### src/rtl/condlogic_pkg.sv
// condlogic_pkg: shared definitions for the condition logic with IT support.
//   - ARM condition-code constants (EQ..AL, NV)
//   - it_state_t: IT sequencer states
//   - cond_inv(): condition used by "else" slots of an IT block
//   - bit positions of N, Z, C, V inside the 4-bit flags vector
package condlogic_pkg;

  localparam logic [3:0] EQ = 4'b0000;
  localparam logic [3:0] NE = 4'b0001;
  localparam logic [3:0] CS = 4'b0010;
  localparam logic [3:0] CC = 4'b0011;
  localparam logic [3:0] MI = 4'b0100;
  localparam logic [3:0] PL = 4'b0101;
  localparam logic [3:0] VS = 4'b0110;
  localparam logic [3:0] VC = 4'b0111;
  localparam logic [3:0] HI = 4'b1000;
  localparam logic [3:0] LS = 4'b1001;
  localparam logic [3:0] GE = 4'b1010;
  localparam logic [3:0] LT = 4'b1011;
  localparam logic [3:0] GT = 4'b1100;
  localparam logic [3:0] LE = 4'b1101;
  localparam logic [3:0] AL = 4'b1110;
  localparam logic [3:0] NV = 4'b1111;

  localparam int N_BIT = 3;
  localparam int Z_BIT = 2;
  localparam int C_BIT = 1;
  localparam int V_BIT = 0;

  typedef enum logic [0:0] {
    IT_IDLE = 1'b0,
    IT_RUN  = 1'b1
  } it_state_t;

  // Inverse condition: flipping bit 0 pairs EQ/NE, CS/CC, ... .
  // AL has no meaningful inverse and NV is never used as one, so both map to AL.
  function automatic logic [3:0] cond_inv(input logic [3:0] c);
    if (c == AL || c == NV) return AL;
    return {c[3:1], ~c[0]};
  endfunction

endpackage

### src/rtl/condcheck.sv
// condcheck: combinational ARM condition evaluation.
//   Cond   in  4  condition field
//   Flags  in  4  {N,Z,C,V}
//   CondEx out 1  condition holds
// NV (1111) never executes.
module condcheck
  import condlogic_pkg::*;
(
  input  logic [3:0] Cond,
  input  logic [3:0] Flags,
  output logic       CondEx
);

  logic n, z, c, v, ge;

  always_comb begin
    n  = Flags[N_BIT];
    z  = Flags[Z_BIT];
    c  = Flags[C_BIT];
    v  = Flags[V_BIT];
    ge = (n == v);
    case (Cond)
      EQ:      CondEx = z;
      NE:      CondEx = ~z;
      CS:      CondEx = c;
      CC:      CondEx = ~c;
      MI:      CondEx = n;
      PL:      CondEx = ~n;
      VS:      CondEx = v;
      VC:      CondEx = ~v;
      HI:      CondEx = c & ~z;
      LS:      CondEx = ~(c & ~z);
      GE:      CondEx = ge;
      LT:      CondEx = ~ge;
      GT:      CondEx = ~z & ge;
      LE:      CondEx = ~(~z & ge);
      AL:      CondEx = 1'b1;
      default: CondEx = 1'b0;
    endcase
  end

endmodule

### src/rtl/condlogic_it_seq.sv
// it_seq: IT-block sequencer. Holds the block's base condition, then/else
// mask, slot index and remaining count, and selects the effective condition.
//   clk, reset         clock, async active-low reset
//   ITLoad/ITCond/ITMask/ITCount  block load request and contents
//   InstrDone          current instruction retired (advances a slot)
//   Cond               instruction's own condition (used outside a block)
//   it_active          block in progress (state == IT_RUN)
//   it_idx             current slot index
//   eff_cond           condition to evaluate this cycle
//   ITErr              (CONDLOGIC_ITERR_EN only) one-cycle pulse after an ignored load
module it_seq
  import condlogic_pkg::*;
#(
  parameter int IT_DEPTH = 4,
  parameter int CW       = $clog2(IT_DEPTH + 1)
) (
  input  logic                clk,
  input  logic                reset,
  input  logic                ITLoad,
  input  logic [3:0]          ITCond,
  input  logic [IT_DEPTH-1:0] ITMask,
  input  logic [CW-1:0]       ITCount,
  input  logic                InstrDone,
  input  logic [3:0]          Cond,
  output logic                it_active,
  output logic [CW-1:0]       it_idx,
  output logic [3:0]          eff_cond
`ifdef CONDLOGIC_ITERR_EN
  , output logic              ITErr
`endif
);

  localparam logic [CW-1:0] DEPTH_C = CW'(IT_DEPTH);
  localparam logic [CW-1:0] ONE_C   = CW'(1);

  it_state_t           state_q, state_d;
  logic [CW-1:0]       idx_q, idx_d;
  logic [CW-1:0]       rem_q, rem_d;
  logic [IT_DEPTH-1:0] mask_q, mask_d;
  logic [3:0]          cond_q, cond_d;
  logic                count_ok, load_ok;
  logic [IT_DEPTH-1:0] mask_sh;

  assign count_ok = (ITCount != '0) && (ITCount <= DEPTH_C);
  // A load is only taken from idle; nested loads are dropped.
  assign load_ok  = ITLoad && (state_q == IT_IDLE) && count_ok;

  always_comb begin
    state_d = state_q;
    idx_d   = idx_q;
    rem_d   = rem_q;
    mask_d  = mask_q;
    cond_d  = cond_q;
    case (state_q)
      IT_IDLE: begin
        // Load wins over a same-cycle InstrDone, which has no effect here.
        if (load_ok) begin
          cond_d  = ITCond;
          mask_d  = ITMask;
          rem_d   = ITCount;
          idx_d   = '0;
          state_d = IT_RUN;
        end
      end
      IT_RUN: begin
        // A failed predicated slot still retires and consumes its slot.
        if (InstrDone) begin
          if (rem_q == ONE_C) begin
            state_d = IT_IDLE;
            idx_d   = '0;
            rem_d   = '0;
          end else begin
            idx_d = idx_q + 1'b1;
            rem_d = rem_q - 1'b1;
          end
        end
      end
      default: state_d = IT_IDLE;
    endcase
  end

  always_ff @(posedge clk or negedge reset) begin
    if (!reset) begin
      state_q <= IT_IDLE;
      idx_q   <= '0;
      rem_q   <= '0;
      mask_q  <= '0;
      cond_q  <= '0;
    end else begin
      state_q <= state_d;
      idx_q   <= idx_d;
      rem_q   <= rem_d;
      mask_q  <= mask_d;
      cond_q  <= cond_d;
    end
  end

  assign it_active = (state_q == IT_RUN);
  assign it_idx    = idx_q;
  assign mask_sh   = mask_q >> idx_q;
  assign eff_cond  = it_active ? (mask_sh[0] ? cond_q : cond_inv(cond_q)) : Cond;

`ifdef CONDLOGIC_ITERR_EN
  logic err_q, err_d;
  assign err_d = ITLoad && !load_ok;
  always_ff @(posedge clk or negedge reset) begin
    if (!reset) err_q <= 1'b0;
    else        err_q <= err_d;
  end
  assign ITErr = err_q;
`endif

endmodule

### src/rtl/condlogic_it.sv
// condlogic_it: multi-cycle ARM condition logic with grouped flag writes and
// an IT-block sequencer predicating up to IT_DEPTH following instructions.
// Optional macro CONDLOGIC_ITERR_EN adds the ITErr output.
//   clk, reset (async active-low)
//   Cond, ALUFlags, FlagW[NGROUPS], PCS, NextPC, RegW, MemW  decode/datapath inputs
//   InstrDone, ITLoad, ITCond, ITMask, ITCount               IT control
//   PCWrite, RegWrite, MemWrite  qualified write enables
//   Flags                        current {N,Z,C,V}
//   ITActive, ITIdx              IT block status
//   ITErr (optional)             pulse after an ignored IT load
module condlogic_it
  import condlogic_pkg::*;
#(
  parameter int NGROUPS  = 2,
  parameter int IT_DEPTH = 4,
  parameter int CW       = $clog2(IT_DEPTH + 1)
) (
  input  logic                clk,
  input  logic                reset,
  input  logic [3:0]          Cond,
  input  logic [3:0]          ALUFlags,
  input  logic [NGROUPS-1:0]  FlagW,
  input  logic                PCS,
  input  logic                NextPC,
  input  logic                RegW,
  input  logic                MemW,
  input  logic                InstrDone,
  input  logic                ITLoad,
  input  logic [3:0]          ITCond,
  input  logic [IT_DEPTH-1:0] ITMask,
  input  logic [CW-1:0]       ITCount,
  output logic                PCWrite,
  output logic                RegWrite,
  output logic                MemWrite,
  output logic [3:0]          Flags,
  output logic                ITActive,
  output logic [CW-1:0]       ITIdx
`ifdef CONDLOGIC_ITERR_EN
  , output logic              ITErr
`endif
);

  logic [3:0]         eff_cond;
  logic               cond_ex;
  logic [NGROUPS-1:0] flag_write;
  logic [3:0]         bit_we;
  logic [3:0]         flags_q, flags_d;
  logic               cond_ex_next_q, cond_ex_next_d;

  it_seq #(.IT_DEPTH(IT_DEPTH), .CW(CW)) u_it_seq (
    .clk       (clk),
    .reset     (reset),
    .ITLoad    (ITLoad),
    .ITCond    (ITCond),
    .ITMask    (ITMask),
    .ITCount   (ITCount),
    .InstrDone (InstrDone),
    .Cond      (Cond),
    .it_active (ITActive),
    .it_idx    (ITIdx),
    .eff_cond  (eff_cond)
`ifdef CONDLOGIC_ITERR_EN
    , .ITErr   (ITErr)
`endif
  );

  condcheck u_condcheck (
    .Cond   (eff_cond),
    .Flags  (flags_q),
    .CondEx (cond_ex)
  );

  assign flag_write = FlagW & {NGROUPS{cond_ex}};

  // Expand group enables to per-bit enables: flag bit b belongs to group b*NGROUPS/4.
  for (genvar b = 0; b < 4; b++) begin : g_bit_we
    assign bit_we[b] = flag_write[b * NGROUPS / 4];
  end

  always_comb begin
    flags_d        = (flags_q & ~bit_we) | (ALUFlags & bit_we);
    cond_ex_next_d = cond_ex;
  end

  always_ff @(posedge clk or negedge reset) begin
    if (!reset) begin
      flags_q        <= '0;
      cond_ex_next_q <= 1'b0;
    end else begin
      flags_q        <= flags_d;
      cond_ex_next_q <= cond_ex_next_d;
    end
  end

  assign Flags    = flags_q;
  assign RegWrite = RegW & cond_ex_next_q;
  assign MemWrite = MemW & cond_ex_next_q;
  // NextPC is the unconditional fetch update and bypasses the condition.
  assign PCWrite  = (PCS & cond_ex_next_q) | NextPC;

endmodule

### config.mk
export PLATFORM = sky130hd
export DESIGN_NAME = condlogic_it
export DESIGN_NICKNAME = d
export VERILOG_FILES = /design/src/rtl/condlogic_pkg.sv /design/src/rtl/condcheck.sv /design/src/rtl/condlogic_it_seq.sv /design/src/rtl/condlogic_it.sv
export SDC_FILE = /design/constraint.sdc
export NUM_CORES = 1
export LEC_CHECK = 0
export ABC_CLOCK_PERIOD_IN_PS = 2700
export BUFFER_PORTS_ARGS = -buffer_cell sky130_fd_sc_hd__buf_2
export CORE_MARGIN = 4
export CORE_UTILIZATION = 27
export DETAILED_ROUTE_END_ITERATION = 8
export SYNTH_ARGS = -nofsm -noshare
export SYNTH_HDL_FRONTEND = slang
export SYNTH_HIERARCHICAL = 1
export SYNTH_SLANG_ARGS = --single-unit
export TNS_END_PERCENT = 30
### constraint.sdc
create_clock -name clk -period 2.7 [get_ports clk]
set_input_delay 0.135 -clock clk [delete_from_list [all_inputs] [get_ports clk]]
set_output_delay 0.135 -clock clk [all_outputs]
set_load 0.03 [all_outputs]
==> results.toml <==
[floorplanning]
die-area_um2 = 5590
start_util = 0.278
dieWidth_um = 74.7
die_h_um = 74.7
rows = 24
io_pins = 40
core-area_um2 = 4320

[power]
p_leak_nw = 0.725
power_density_nw_per_um2 = 1210
total_power_mw = 1.83
max-vdd-ir-drop_mv = 0.611

[clock_tree]
clock-sinks = 20
root_buffer = "clkbuf_8"
htree_levels = 1
post_cts.repair.setup_buffers = 0
cts_buffer_depth = 2
path_clk_slew_ns = 0.07
cts_tree = "yes"
worst_skew_pair.late_latency_ns = 0.25
cts_buffers = 3

[route]
wl_um = 2660
wl_per_cell_um = 12.6
drc = 0
viasPerCell = 4.79
drt_iter0_markers = 27
dr.pass1.iters = 4
drtAntennaViolNets = 0
vias = 1011

[critical_path]
cp_slowest_stage_delay_ns = 0.42
cp_top_family = "compound AO/OA/AOI/OAI gates"
ff2ff_setup_slack_ns = 0.20
cp_cell_sequence = "or2_2, o22ai_1, mux2i_1, a21oi_2, nor4b_1, o21ai_0, a32oi_1, nand2_1, mux2_2"
endpoint_kind = "register"
crit_required_ns = 2.84
worst_path_max_delay_cell = "dfrtp_1"
crit_path_start = "u_it_seq/it_idx[2]$_DFFE_PN0P_"
cp.arrival_ns = 2.64
cp-start-kind = "register"
path_depth = 9
r2r_cells = 9
cp_max_fo = 6
reg2reg_from = "u_it_seq/it_idx[2]$_DFFE_PN0P_"
worstPathBufferInverterCount = 0
critPathKind = "reg -> reg"

[synthesis]
synth.most_common_cell = "dfrtp_1"
synth_seq_area_share = 0.416
ys_warn_count = 6
synth_nets = 148
synth_top_area_share = 0.416
synth_edf_count = 0
yosys_most_used_dff = "dfrtp_1"
yosysUniqueCellTypes = 38
syn_avg_cell_area_um2 = 10.4
syn-cell-area_um2 = 1200
async_flop_share = 1.00
synthTopCellsByArea = "dfrtp_1, mux2_2, mux2i_1"
synthTopCellsByCount = "dfrtp_1, mux2_2, nand2_1"
postSynthCellCount = 116
ys_seq_elements = 20
synth_top_area_cell = "dfrtp_1"

[sta]
hold_violations = 0
fmax_mhz = 400
tightestPinTransition_ns = 0.457
slew_viol_final = 0
whs_ns = 0.105
setup-tns-final_ns = 0
slew_headroom = 0.695
period_share = 0.927
finClkSkew_ns = 0.00371
grt_setup_unrepaired = "false"
final-setup-viol-count = 0
fin_crit_ns = 2.50

[place]
portBuffers = 39
dpl-instance-area_um2 = 1460
dpl.hpwl_um = 2030
gp_congestion = 0.738

[grt]
gr-usage-all-layers = 0.0982
grt_max_degree = 21
antenna_found_initial = 0
grt_pass1_wl_um = 4260
grt_pass1_vias = 977
overflow = 0

[cells_and_area]
drive_above_1_share = 0.409
fin_nets = 193
num_antenna_cells = 0
final_cell_area_um2 = 1510
syn2layout_area_growth_pct = 25.6

[flow_run]
drv_cap = 0

[hold_path]
hold_class = "in -> reg"

[status]
outcome = "finished clean"
==> worst min path at each step <==
stage / end / slack (ns) / cells past startpoint / startpoint
floorplan: asynchronous set/reset pin / -0.16 / 0 / reset
global placement: u_it_seq/cond_q[1]$_DFFE_PN0P_ / 0.11 / 1 / reset
detailed placement: u_it_seq/cond_q[2]$_DFFE_PN0P_ / 0.12 / 1 / reset
CTS: register / 0.10 / 2 / ALUFlags[0]
global route: register / 0.10 / 2 / ALUFlags[0]
finish: u_it_seq/mask_q[0]$_DFFE_PN0P_ / 0.10 / 2 / ITMask[0]
==> layout by cell type (no fill, tap or decap), types with 3 or more instances in the layout <==
cell      Yosys  layout
nor2_1        7       7
dfrtp_1      20      20
clkbuf_8      0       3
o21ai_0       5       5
nand3b_1      3       3
o22ai_1       3       3
inv_1         7       7
mux2_2       15      15
buf_4         0       3
ha_1          3       3
mux2i_1       5       5
buf_2         0      39
a32oi_1       3       3
nand2_1      10      10
==> per-stage QoR <==
step / instances / utilization / setup WS, ns
2_1_floorplan: 116 / - / 0.198
3_3_place_gp: 207 / 0.337 / 0.196
3_5_place_dp: 207 / 0.337 / 0.0886
4_1_cts: 211 / 0.348 / 0.0854
5_1_grt: 211 / 0.349 / 0.0184
6_report: 211 / 0.349 / 0.197
==> power by group <==
part,leakage (nW),internal (mW),switching (mW),total (mW)
combinational,0.469,0.482,0.552,1.03
clock,0.0216,0.0992,0.0940,0.193
sequential,0.235,0.456,0.145,0.601
==> routing by layer <==
layer	wire, µm	global-route usage	vias up
met4	9	0.0356	0
met1	1270	0.126	473
met2	1250	0.165	26
li1	-	-	510
met3	126	0.0187	2
met5	0	0	-
==> logic make-up (layout without fill, tap and decap cells) <==
family,after synthesis,after routing,share of synthesized area
flip-flops,20,20,0.416
adder cells (fa/ha/maj),3,3,0.0312
AND/OR/NAND/NOR,33,33,0.148
multiplexers,20,20,0.182
buffers and inverters,10,53,0.0468
AO/OA/AOI/OAI,28,28,0.161
XOR/XNOR,2,2,0.0146
==> layout make-up <==
class | instances | area (µm²)
Fill cell | 474 | 2810
Multi-Input combinational cell | 86 | 649
Sequential cell | 20 | 500
Timing Repair Buffer | 43 | 228
Tap cell | 52 | 65.1
Clock buffer | 3 | 41.3
Inverter | 7 | 26.3
==> what timing repair did <==
item                       CTS  global route
hold buffers                 1             0
resized for setup            0             1
setup endpoints to repair    0             4
hold endpoints to repair    20             0
(Power assumes the default switching activity.)
